==> config.mk <==
export PLATFORM = sky130hd
export DESIGN_NAME = adder_arbiter
export DESIGN_NICKNAME = d
export VERILOG_FILES = /design/src/rtl/adder_arbiter.sv
export SDC_FILE = /design/constraint.sdc
export NUM_CORES = 1
export LEC_CHECK = 0
export ABC_AREA = 1
export ABC_CLOCK_PERIOD_IN_PS = 5300
export CORE_UTILIZATION = 42
export DETAILED_ROUTE_END_ITERATION = 16
export MAX_ROUTING_LAYER = met4
export PLACE_DENSITY = 0.81
export SLEW_MARGIN = 20
export SYNTH_ARGS = -nofsm -noshare
export SYNTH_HDL_FRONTEND = slang
export SYNTH_SLANG_ARGS = --single-unit
==> constraint.sdc <==
create_clock -name clk -period 5.3 [get_ports clk]
set_clock_uncertainty 0.1 [all_clocks]
set_input_delay 0.795 -clock clk [delete_from_list [all_inputs] [get_ports clk]]
set_output_delay 0.795 -clock clk [all_outputs]
set_load 0.1 [all_outputs]
==> src/rtl/adder_arbiter.sv <==
// Round-robin arbiter granting N_REQ requesters access to one shared 3-operand 8-bit adder.
// Each operation runs IDLE (grant) -> CALC (add) -> RESP (hold result until consumed).
module adder_arbiter #(
    parameter int N_REQ = 4,
    parameter int IDW   = 2
) (
    input  logic                 clk,
    input  logic                 rst_n,
    input  logic [N_REQ-1:0]     req_valid,
    input  logic [8*N_REQ-1:0]   req_a,
    input  logic [8*N_REQ-1:0]   req_b,
    input  logic [8*N_REQ-1:0]   req_c,
    output logic [N_REQ-1:0]     req_ready,
    output logic                 resp_valid,
    input  logic                 resp_ready,
    output logic [7:0]           resp_sum,
    output logic [1:0]           resp_carry,
    output logic [IDW-1:0]       resp_id,
    output logic                 busy
);

    localparam logic [1:0] S_IDLE = 2'd0;
    localparam logic [1:0] S_CALC = 2'd1;
    localparam logic [1:0] S_RESP = 2'd2;

    logic [1:0]     r_state;
    logic [IDW-1:0] r_rr_ptr;
    logic [IDW-1:0] r_id;
    logic [7:0]     r_a;
    logic [7:0]     r_b;
    logic [7:0]     r_c;
    logic [9:0]     r_sum;

    logic           w_any;
    logic [IDW-1:0] w_grant;
    logic [7:0]     w_a;
    logic [7:0]     w_b;
    logic [7:0]     w_c;
    logic [IDW-1:0] w_next_ptr;
    logic           w_in_resp;
    int             w_dist;
    int             w_best;

    // Winner is the valid requester with the smallest upward distance from r_rr_ptr.
    always_comb begin
        w_any   = |req_valid;
        w_grant = '0;
        w_a     = '0;
        w_b     = '0;
        w_c     = '0;
        w_dist  = 0;
        w_best  = N_REQ;
        for (int j = 0; j < N_REQ; j++) begin
            w_dist = j - int'(r_rr_ptr);
            if (w_dist < 0) begin
                w_dist = w_dist + N_REQ;
            end
            if (req_valid[j] && (w_dist < w_best)) begin
                w_best  = w_dist;
                w_grant = IDW'(j);
                w_a     = req_a[8*j +: 8];
                w_b     = req_b[8*j +: 8];
                w_c     = req_c[8*j +: 8];
            end
        end
    end

    // Reset gating keeps the strobe low while held in reset even though state reads as IDLE.
    always_comb begin
        req_ready = '0;
        if (rst_n && (r_state == S_IDLE) && w_any) begin
            req_ready[w_grant] = 1'b1;
        end
    end

    assign w_next_ptr = (int'(r_id) == N_REQ - 1) ? '0 : r_id + IDW'(1);
    assign w_in_resp  = (r_state == S_RESP);
    assign resp_valid = w_in_resp;
    assign resp_sum   = w_in_resp ? r_sum[7:0] : 8'd0;
    assign resp_carry = w_in_resp ? r_sum[9:8] : 2'd0;
    assign resp_id    = w_in_resp ? r_id : '0;
    assign busy       = (r_state != S_IDLE);

    always_ff @(posedge clk or negedge rst_n) begin
        if (!rst_n) begin
            r_state  <= S_IDLE;
            r_rr_ptr <= '0;
            r_id     <= '0;
            r_a      <= '0;
            r_b      <= '0;
            r_c      <= '0;
            r_sum    <= '0;
        end else begin
            case (r_state)
                S_IDLE: begin
                    if (w_any) begin
                        r_a     <= w_a;
                        r_b     <= w_b;
                        r_c     <= w_c;
                        r_id    <= w_grant;
                        r_state <= S_CALC;
                    end
                end
                S_CALC: begin
                    r_sum   <= {2'b00, r_a} + {2'b00, r_b} + {2'b00, r_c};
                    r_state <= S_RESP;
                end
                S_RESP: begin
                    if (resp_ready) begin
                        r_rr_ptr <= w_next_ptr;
                        r_state  <= S_IDLE;
                    end
                end
                default: r_state <= S_IDLE;
            endcase
        end
    end

endmodule

==> flow_summary.html, run 1 <==
<table>
<tr><th>Metric</th><th>Value</th></tr>
<tr><th colspan="2">Timing</th></tr>
<tr><td>Post-layout minimum cycle time</td><td>~4.8 ns</td></tr>
<tr><td>Max-Slew Margin vs Limit</td><td>a little over a third</td></tr>
<tr><td>Count of endpoints failing setup in the final report</td><td>0</td></tr>
<tr><td>Worst slew pin tran</td><td>roughly 0.97 ns</td></tr>
<tr><td>Setup repair after global routing missed its margin</td><td>no</td></tr>
<tr><td>Number of endpoints with negative hold slack in the final report</td><td>0</td></tr>
<tr><td>Number of max-slew violations in the final report</td><td>0</td></tr>
<tr><td>Part of the cycle the worst path needs</td><td>90.45%</td></tr>
<tr><td>Achievable Freq</td><td>between 200 and 250 MHz</td></tr>
<tr><td>Final Hold Slack</td><td>between 0.3 and 0.4 ns</td></tr>
<tr><th colspan="2">Clocking</th></tr>
<tr><td>Clock tree from TritonCTS</td><td>done</td></tr>
<tr><td>Clock Sink Count</td><td>40</td></tr>
<tr><td>Post-cts repair resize count</td><td>0</td></tr>
<tr><td>Maximum buffer depth of the clock tree</td><td>2</td></tr>
<tr><td>Maximum level of the CTS H-tree</td><td>2</td></tr>
<tr><td>Clk slew on worst S/H paths</td><td>approximately 0.070 ns</td></tr>
<tr><td>Setup fix buffers added after clock tree synthesis</td><td>0</td></tr>
<tr><td>Number of hold buffers added after cts</td><td>0</td></tr>
<tr><td>TritonCTS Buffers</td><td>5</td></tr>
<tr><td>Clock Root Buffer</td><td>clkbuf_8</td></tr>
<tr><td>Skew-Pair Late Insertion Delay</td><td>~0.3 ns</td></tr>
<tr><th colspan="2">Setup path</th></tr>
<tr><td>Cell type of the slowest stage on the worst timing path</td><td>clkdlybuf4s50_1</td></tr>
<tr><td>Worst path cell trace</td><td>clkdlybuf4s50_1 -&gt; o21ai_1 -&gt; nand2_2 -&gt; o21ai_0 -&gt; o21ai_0 -&gt; ha_1 -&gt; inv_1 -&gt; nor2_1 -&gt; nand2_2 -&gt; nand3_4 -&gt; nand2_1 -&gt; o21ai_0 -&gt; ha_1 -&gt; nand2_2 -&gt; nand3_2 -&gt; nand2_1 -&gt; inv_1 -&gt; nor2_1 -&gt; buf_12</td></tr>
<tr><td>CP Max Fanout</td><td>25</td></tr>
<tr><td>Crit path largest cell delay</td><td>just under 0.6 ns</td></tr>
<tr><td>Crit path launch type</td><td>input pin</td></tr>
<tr><td>Crit path buf inv count</td><td>4</td></tr>
<tr><td>Data arrival time of the critical path</td><td>just under 4 ns</td></tr>
<tr><td>Worst path top cell family by delay</td><td>simple AND/OR/NAND/NOR gates</td></tr>
<tr><td>Crit path capture type</td><td>output pin</td></tr>
<tr><td>Critical Setup Path Class</td><td>input pin to output pin</td></tr>
<tr><td>WP data required</td><td>around 4.4 ns</td></tr>
<tr><th colspan="2">Floorplanning</th></tr>
<tr><td>Core region area</td><td>between 7000 and 8000 um^2</td></tr>
<tr><td>Num rows</td><td>31</td></tr>
<tr><td>Vertical extent of the die</td><td>between 80 and 90 um</td></tr>
<tr><td>Width of the chip</td><td>89.19 um</td></tr>
<tr><td>Starting density of the core</td><td>a little over two fifths</td></tr>
<tr><td>Number of primary I/O pins</td><td>~120</td></tr>
<tr><td>Die outline area</td><td>about 8000 um^2</td></tr>
<tr><th colspan="2">Logic synthesis</th></tr>
<tr><td>Post-Syn Area</td><td>around 3200 um^2</td></tr>
<tr><td>Count of unique library cells instantiated by Yosys</td><td>29</td></tr>
<tr><td>Synthesized instance count</td><td>between 400 and 500</td></tr>
<tr><td>Post-Syn Nets</td><td>593</td></tr>
<tr><td>Total number of yosys warnings</td><td>0</td></tr>
<tr><td>Post-synthesis register bit count</td><td>40</td></tr>
<tr><td>Post-synth top area cell</td><td>dfrtp_1</td></tr>
<tr><td>Post-synthesis sequential area ratio</td><td>between 30% and 40%</td></tr>
<tr><td>Top cell type's share of synthesized area</td><td>between 30% and 40%</td></tr>
<tr><td>Synth Area per Inst</td><td>about 6.8 um^2</td></tr>
<tr><td>Top post-synthesis cells by area</td><td>dfrtp_1, nand2_1, nand3_1, inv_1, o21ai_0</td></tr>
<tr><th colspan="2">Final layout</th></tr>
<tr><td>Sequential cell area</td><td>roughly 1000 um^2</td></tr>
<tr><td>Area of all placed cells without fillers</td><td>roughly 4600 um^2</td></tr>
<tr><td>Final cell count without fillers</td><td>676</td></tr>
<tr><td>Most frequent cells in the layout</td><td>nand2_1, clkdlybuf4s50_1, nand3_1, inv_1</td></tr>
<tr><td>Most frequent standard cell in the layout excluding fill and tap cells</td><td>nand2_1</td></tr>
<tr><td>Number of antenna cells inserted</td><td>0</td></tr>
<tr><td>Final layout net count</td><td>roughly 700</td></tr>
<tr><td>Number of filler instances in the final layout</td><td>roughly 670</td></tr>
<tr><td>Syn-to-layout area delta</td><td>43.65%</td></tr>
<tr><td>Final Core Density</td><td>a little over three fifths</td></tr>
<tr><td>Fraction of layout instances using a drive strength above 1</td><td>under 10%</td></tr>
<tr><td>Total area of multi-input combinational cells</td><td>approximately 1800 um^2</td></tr>
<tr><th colspan="2">Global route</th></tr>
<tr><td>Total overflow reported by the global router</td><td>0</td></tr>
<tr><td>Total global-route track usage</td><td>23.96%</td></tr>
<tr><td>First-pass GRT wire length</td><td>~14000 um</td></tr>
<tr><td>Vias in the first global route</td><td>between 3000 and 4000</td></tr>
<tr><td>Initial antenna violation count</td><td>0</td></tr>
<tr><td>Pin count of the biggest net entering global routing</td><td>45</td></tr>
<tr><th colspan="2">Power and ir drop</th></tr>
<tr><td>Share of power burned in combinational logic</td><td>between 70% and 80%</td></tr>
<tr><td>Internal power summed over all cells</td><td>about 1.3 mW</td></tr>
<tr><td>Leak Pwr</td><td>between 2 and 2.5 nW</td></tr>
<tr><td>NetSw</td><td>between 1.5 and 2 mW</td></tr>
<tr><td>Sequential power share</td><td>about a fifth</td></tr>
<tr><td>Switching part of the total</td><td>53.58%</td></tr>
<tr><td>Peak supply drop</td><td>around 0.00029 V</td></tr>
<tr><td>Fraction of power consumed by the clock network</td><td>a little under a tenth</td></tr>
<tr><td>Pwr dens</td><td>630.1 nW/um^2</td></tr>
<tr><th colspan="2">Routing</th></tr>
<tr><td>Number of remaining DRC errors</td><td>0</td></tr>
<tr><td>Iteration-0 DRC Markers</td><td>roughly 280</td></tr>
<tr><td>WL/cell</td><td>about 13 um</td></tr>
<tr><td>Via density per instance</td><td>roughly 5.2</td></tr>
<tr><td>Number of search-and-repair iterations in the first detailed-routing pass</td><td>6</td></tr>
<tr><td>ANT nets after route</td><td>0</td></tr>
<tr><td>Final WL</td><td>between 8000 and 9000 um</td></tr>
<tr><td>Number of vias after detailed routing</td><td>about 3500</td></tr>
<tr><th colspan="2">Placed design</th></tr>
<tr><td>Weighted congestion at the end of routability-driven global placement</td><td>~0.88</td></tr>
<tr><td>Post-placement cell area</td><td>about 4500 um^2</td></tr>
<tr><td>Detailed-placement wirelength estimate</td><td>roughly 6900 um</td></tr>
<tr><td>Placed Cells</td><td>around 670</td></tr>
<tr><td>Number of input and output port buffers inserted</td><td>120</td></tr>
<tr><th colspan="2">Worst hold path</th></tr>
<tr><td>Type of the worst min-delay path</td><td>flip-flop to flip-flop</td></tr>
<tr><th colspan="2">Outcome</th></tr>
<tr><td>Run status</td><td>complete, no violations</td></tr>
<tr><th colspan="2">Job</th></tr>
<tr><td>Max-Cap Viols</td><td>0</td></tr>
</table>
stage by stage:
step	TNS (ns)	setup slack [ns]	total power, mW
2_1_floorplan	-0.4383	-0.1925	2.140
3_3_place_gp	0	0.6775	2.550
3_5_place_dp	0	0.5129	2.617
4_1_cts	0	0.5011	2.895
5_1_grt	0	0.1950	3.200
6_report	0	0.5059	2.890
cells by family (layout without fill, tap and decap cells):
family                     Yosys count  in the layout  synth area share (%)
and+or+nand+nor                    260            260                 36.87
buffers and inverters               93            199                 11.99
AOI/OAI and AO/OA                   56             56                 9.404
DFF                                 40             40                 31.35
adders and majority gates           19             19                 9.561
xor gates and xnor gates             3              3                0.8230
synth_stat cells (all sizes together):
library cell,instances
a31oi,1
o22ai,2
xnor2,1
inv,61
o211ai,1
nand4,25
ha,10
nand2,127
nor2,29
buf,13
xor2,2
clkinv,3
o31ai,1
a21oi,9
clkbuf,16
nand3b,1
o21ai,42
nand3,78
fa,9
dfrtp,40
per-layer routing:
metal  track usage, %  vias to the layer above  part of all wire (%)
met5                -                        -                     0
met4            3.896                        0                  0.91
met3            3.232                       14                   5.6
met2            41.36                      142                    51
met1            30.49                     1605                    43
li1                 -                     1738                     -
state kept, by name, summed over array words and instances (netlist names):
register and count:
r_c 8, r_rr_ptr 2, r_id 2, r_b 8, r_state 2, r_a 8
r_sum 10
final cells by class:
class | count | area share, %
multi-input cells | 338 | 39.50
repair buffers | 127 | 28.10
flip-flops and latches | 40 | 21.82
inverters | 64 | 5.237
well taps | 99 | 2.700
clock buffers | 6 | 1.800
clock inverters | 2 | 0.8456
power groups by stage:
stage | logic, mW | clock network, mW | registers, mW
detailed placement | 2.04 | 0 | 0.578
floorplan | 1.59 | 0 | 0.551
global placement | 1.98 | 0 | 0.572
global route | 2.33 | 0.282 | 0.592
finish | 2.05 | 0.263 | 0.574
CTS | 2.05 | 0.266 | 0.574
worst paths after layout:
kind                               from            to  slack [ns]  depth (start not counted)
hold / removal                 r_sum[6]      r_sum[6]        0.39                          2
setup / recovery           req_valid[0]  req_ready[2]        0.51                         19
setup reg to reg            r_rr_ptr[0]        r_a[6]        1.99                         19
min in group asynchronous         rst_n      r_sum[5]        0.44                          2
hold reg to reg                r_sum[6]      r_sum[6]        0.39                          2
max in group asynchronous         rst_n        r_a[5]        4.32                          2
tightest hold or removal path: cells and delay by family (launching register included):
family	cells	cell delay, ns
AOI/OAI and AO/OA	1	0.05
and+or+nand+nor	1	0.05
DFF	1	0.35
No activity file was read; power rests on OpenSTA's default activity.
==> run 2: changes to the inputs <==
- ABC_AREA: 1 -> not set
- PLACE_DENSITY: 0.81 -> 0.84
- SLEW_MARGIN: 20 -> not set
==> flow_summary.html, run 2 <==
<table>
<tr><th>Metric</th><th>Value</th></tr>
<tr><th colspan="2">Outcome</th></tr>
<tr><td>Run status</td><td>complete, no violations</td></tr>
<tr><th colspan="2">Setup path</th></tr>
<tr><td>Crit path largest cell delay</td><td>roughly 0.57 ns</td></tr>
<tr><td>Crit path capture type</td><td>output pin</td></tr>
<tr><td>Minimum setup slack among reg-to-reg paths</td><td>1.81 ns</td></tr>
<tr><td>Cell depth of the worst flop-to-flop path</td><td>15</td></tr>
<tr><td>Cell type of the slowest stage on the worst timing path</td><td>clkdlybuf4s50_1</td></tr>
<tr><td>Crit path launch type</td><td>input pin</td></tr>
<tr><td>Endpoint of the worst-slack reg-to-reg timing path</td><td>r_b[2]</td></tr>
<tr><td>Critical Setup Path Class</td><td>input pin to output pin</td></tr>
<tr><td>WP data required</td><td>around 4.4 ns</td></tr>
<tr><td>Worst path cell trace</td><td>clkdlybuf4s50_1 -&gt; inv_1 -&gt; o31a_1 -&gt; ha_1 -&gt; nor2_1 -&gt; o31ai_4 -&gt; nor2_1 -&gt; a21o_1 -&gt; ha_1 -&gt; o32ai_1 -&gt; nand2_1 -&gt; and2_4 -&gt; nand3_1 -&gt; nor3_2 -&gt; buf_12</td></tr>
<tr><td>Source of the critical timing path</td><td>req_valid[1]</td></tr>
<tr><td>Data arrival time of the critical path</td><td>4.01 ns</td></tr>
<tr><td>CP Max Fanout</td><td>6</td></tr>
<tr><td>R2R Path Start</td><td>r_rr_ptr[1]</td></tr>
<tr><th colspan="2">Logic synthesis</th></tr>
<tr><td>Top post-synthesis cells by area</td><td>dfrtp_1, a221o_1, a221oi_1, fa_1, nor2_1</td></tr>
<tr><td>Top-count cell post-synth</td><td>dfrtp_1</td></tr>
<tr><td>Synth Area per Inst</td><td>9.553 um^2</td></tr>
<tr><td>Number of enable-type register cells in the synthesized netlist</td><td>0</td></tr>
<tr><td>Async set or reset register ratio after synthesis</td><td>100.0%</td></tr>
<tr><td>Synthesized instance count</td><td>~290</td></tr>
<tr><td>Top cell type's share of synthesized area</td><td>36.38%</td></tr>
<tr><td>Most used standard cells in the synthesized netlist</td><td>dfrtp_1, nor2_1, nor3_1</td></tr>
<tr><td>Post-Syn Area</td><td>roughly 2800 um^2</td></tr>
<tr><td>Post-synthesis register bit count</td><td>40</td></tr>
<tr><td>Post-Syn Nets</td><td>between 400 and 500</td></tr>
<tr><td>Most common flop cell mapped by yosys</td><td>dfrtp_1</td></tr>
<tr><td>Total number of yosys warnings</td><td>0</td></tr>
<tr><td>Post-synth top area cell</td><td>dfrtp_1</td></tr>
<tr><td>Count of unique library cells instantiated by Yosys</td><td>37</td></tr>
<tr><td>Post-synthesis sequential area ratio</td><td>approximately 36%</td></tr>
<tr><th colspan="2">Job</th></tr>
<tr><td>Max-Cap Viols</td><td>0</td></tr>
<tr><th colspan="2">Global route</th></tr>
<tr><td>Total global-route track usage</td><td>a little under a quarter</td></tr>
<tr><td>Total overflow reported by the global router</td><td>0</td></tr>
<tr><td>First-pass GRT wire length</td><td>12750 um</td></tr>
<tr><td>Pin count of the biggest net entering global routing</td><td>43</td></tr>
<tr><td>Initial antenna violation count</td><td>0</td></tr>
<tr><td>Vias in the first global route</td><td>between 2000 and 3000</td></tr>
<tr><th colspan="2">Routing</th></tr>
<tr><td>Number of vias after detailed routing</td><td>2669</td></tr>
<tr><td>ANT nets after route</td><td>0</td></tr>
<tr><td>Iteration-0 DRC Markers</td><td>approximately 160</td></tr>
<tr><td>Final WL</td><td>just under 8000 um</td></tr>
<tr><td>Number of search-and-repair iterations in the first detailed-routing pass</td><td>4</td></tr>
<tr><td>Via density per instance</td><td>approximately 5.6</td></tr>
<tr><td>Number of remaining DRC errors</td><td>0</td></tr>
<tr><td>WL/cell</td><td>roughly 16 um</td></tr>
<tr><th colspan="2">Worst hold path</th></tr>
<tr><td>Type of the worst min-delay path</td><td>flip-flop to flip-flop</td></tr>
<tr><td>Hold path start</td><td>r_sum[4]</td></tr>
<tr><td>Hold Path Cell Cnt</td><td>2</td></tr>
<tr><td>Sink of the worst hold path</td><td>r_sum[4]</td></tr>
<tr><th colspan="2">Timing</th></tr>
<tr><td>Setup repair after global routing missed its margin</td><td>no</td></tr>
<tr><td>Final Hold Slack</td><td>roughly 0.37 ns</td></tr>
<tr><td>Number of endpoints with negative hold slack in the final report</td><td>0</td></tr>
<tr><td>Part of the cycle the worst path needs</td><td>slightly above 90%</td></tr>
<tr><td>Post-layout minimum cycle time</td><td>~4.9 ns</td></tr>
<tr><td>Count of endpoints failing setup in the final report</td><td>0</td></tr>
<tr><td>Max-Slew Margin vs Limit</td><td>a little over a third</td></tr>
<tr><td>Worst slew pin tran</td><td>just under 1 ns</td></tr>
<tr><td>Number of max-slew violations in the final report</td><td>0</td></tr>
<tr><td>Achievable Freq</td><td>around 200 MHz</td></tr>
<tr><th colspan="2">Clocking</th></tr>
<tr><td>Number of hold buffers added after cts</td><td>0</td></tr>
<tr><td>Clock Root Buffer</td><td>clkbuf_8</td></tr>
<tr><td>Clk slew on worst S/H paths</td><td>0.08 ns</td></tr>
<tr><td>Maximum level of the CTS H-tree</td><td>2</td></tr>
<tr><td>Post-cts repair resize count</td><td>0</td></tr>
<tr><td>TritonCTS Buffers</td><td>5</td></tr>
<tr><td>Clock tree from TritonCTS</td><td>done</td></tr>
<tr><td>Setup fix buffers added after clock tree synthesis</td><td>0</td></tr>
<tr><td>Maximum buffer depth of the clock tree</td><td>2</td></tr>
<tr><td>Skew-Pair Late Insertion Delay</td><td>0.29 ns</td></tr>
<tr><td>Clock Sink Count</td><td>40</td></tr>
<tr><th colspan="2">Power and ir drop</th></tr>
<tr><td>Pwr dens</td><td>~650 nW/um^2</td></tr>
<tr><td>Peak supply drop</td><td>between 0.0003 and 0.0004 V</td></tr>
<tr><td>Leak Pwr</td><td>about 1.7 nW</td></tr>
<tr><td>Overall power of the completed layout</td><td>about 2.7 mW</td></tr>
<tr><th colspan="2">Final layout</th></tr>
<tr><td>Largest register FFs</td><td>10</td></tr>
<tr><td>Number of antenna cells inserted</td><td>0</td></tr>
<tr><td>Fraction of layout instances using a drive strength above 1</td><td>about 7%</td></tr>
<tr><td>Register with the most flip-flops</td><td>r_sum</td></tr>
<tr><td>Total area of multi-input combinational cells</td><td>between 1500 and 2000 um^2</td></tr>
<tr><td>Most frequent cells in the layout</td><td>clkdlybuf4s50_1, dfrtp_1, nor2_1, nor3_1</td></tr>
<tr><td>Sequential cell area</td><td>roughly 1000 um^2</td></tr>
<tr><td>Most frequent standard cell in the layout excluding fill and tap cells</td><td>clkdlybuf4s50_1</td></tr>
<tr><td>Number of filler instances in the final layout</td><td>513</td></tr>
<tr><td>Syn-to-layout area delta</td><td>50.39%</td></tr>
<tr><td>Final layout net count</td><td>522</td></tr>
<tr><th colspan="2">Floorplanning</th></tr>
<tr><td>Die outline area</td><td>between 6000 and 7000 um^2</td></tr>
<tr><td>Number of primary I/O pins</td><td>about 120</td></tr>
<tr><td>Width of the chip</td><td>82.94 um</td></tr>
<tr><td>Num rows</td><td>29</td></tr>
<tr><td>Core region area</td><td>6350 um^2</td></tr>
<tr><td>Vertical extent of the die</td><td>about 83 um</td></tr>
<tr><td>Starting density of the core</td><td>a little over two fifths</td></tr>
<tr><th colspan="2">Placed design</th></tr>
<tr><td>Number of input and output port buffers inserted</td><td>120</td></tr>
<tr><td>Detailed-placement wirelength estimate</td><td>between 6000 and 7000 um</td></tr>
<tr><td>Weighted congestion at the end of routability-driven global placement</td><td>just over 0.9</td></tr>
</table>
-- run 2: changes by cell type after synthesis, sizes merged, moves of 24 or more --
cell | before | now
a221o | 0 | 24
nor3 | 0 | 28
a221oi | 0 | 24
inv | 61 | 12
o21ai | 42 | 15
nand2 | 127 | 14
nand3 | 78 | 2
nand4 | 25 | 0
-- run 2: worst max path at each step --
stage	to	slack [ns]	depth (start not counted)
2_1_floorplan	req_ready[1]	-0.11	15
3_3_place_gp	req_ready[0]	0.51	15
3_5_place_dp	req_ready[0]	0.40	15
4_1_cts	req_ready[0]	0.40	15
5_1_grt	req_ready[0]	0.20	15
6_report	req_ready[0]	0.39	15
-- run 2: cell type report --
type | count | share of cell area, %
multi-input cells | 217 | 39.04
repair buffers | 124 | 30.60
clock buffers | 5 | 1.663
inverters | 12 | 1.149
well taps | 77 | 2.328
flip-flops and latches | 40 | 24.19
clock inverters | 3 | 1.028
-- run 2: power by group --
group	internal (mW)	total [mW]	switching, mW
registers	0.462	0.577	0.115
clock network	0.139	0.249	0.109
logic	0.776	1.87	1.10
total	1.38	2.70	1.32
-- run 2: worst max-delay path: cells and delay by family --
kind                       cells  cell delay (ns)
buffers and inverters          3             0.89
AOI/OAI and AO/OA              4             0.86
adders and majority gates      2             0.57
and+or+nand+nor                6             0.90
-- run 2: logic make-up after synthesis --
kind of cell             after synthesis  share of synthesized area [%]
XOR/XNOR                               4                          1.273
buffers and inverters                 31                          5.729
multiplexers                           2                         0.8185
AND/OR/NAND/NOR                      105                          18.74
AO/OA/AOI/OAI                         87                          25.97
flip-flops                            40                          36.38
adder cells (fa/ha/maj)               19                          11.10
-- run 2: metal layers --
metal | up-vias | track usage [%] | wire (um)
li1 | 1311 | - | -
met1 | 1240 | 28.42 | 3113
met2 | 105 | 41.58 | 3993
met3 | 13 | 3.082 | 451
met4 | 0 | 8.307 | 176
met5 | - | - | 0
-- run 2: through the flow --
| stage | setup WS (ns) | util, % | TNS, ns | area, um^2 | cells |
|---|---|---|---|---|---|
| floorplan | -0.1100 | - | -0.2891 | 2756 | 288 |
| finish | 0.3923 | 65.16 | 0 | 4138 | 478 |
| global route | 0.2005 | 65.16 | 0 | 4138 | 478 |
| detailed placement | 0.4031 | 63.41 | 0 | 4026 | 470 |
| global placement | 0.5141 | 63.41 | 0 | 4026 | 470 |
| CTS | 0.4033 | 65.16 | 0 | 4138 | 478 |
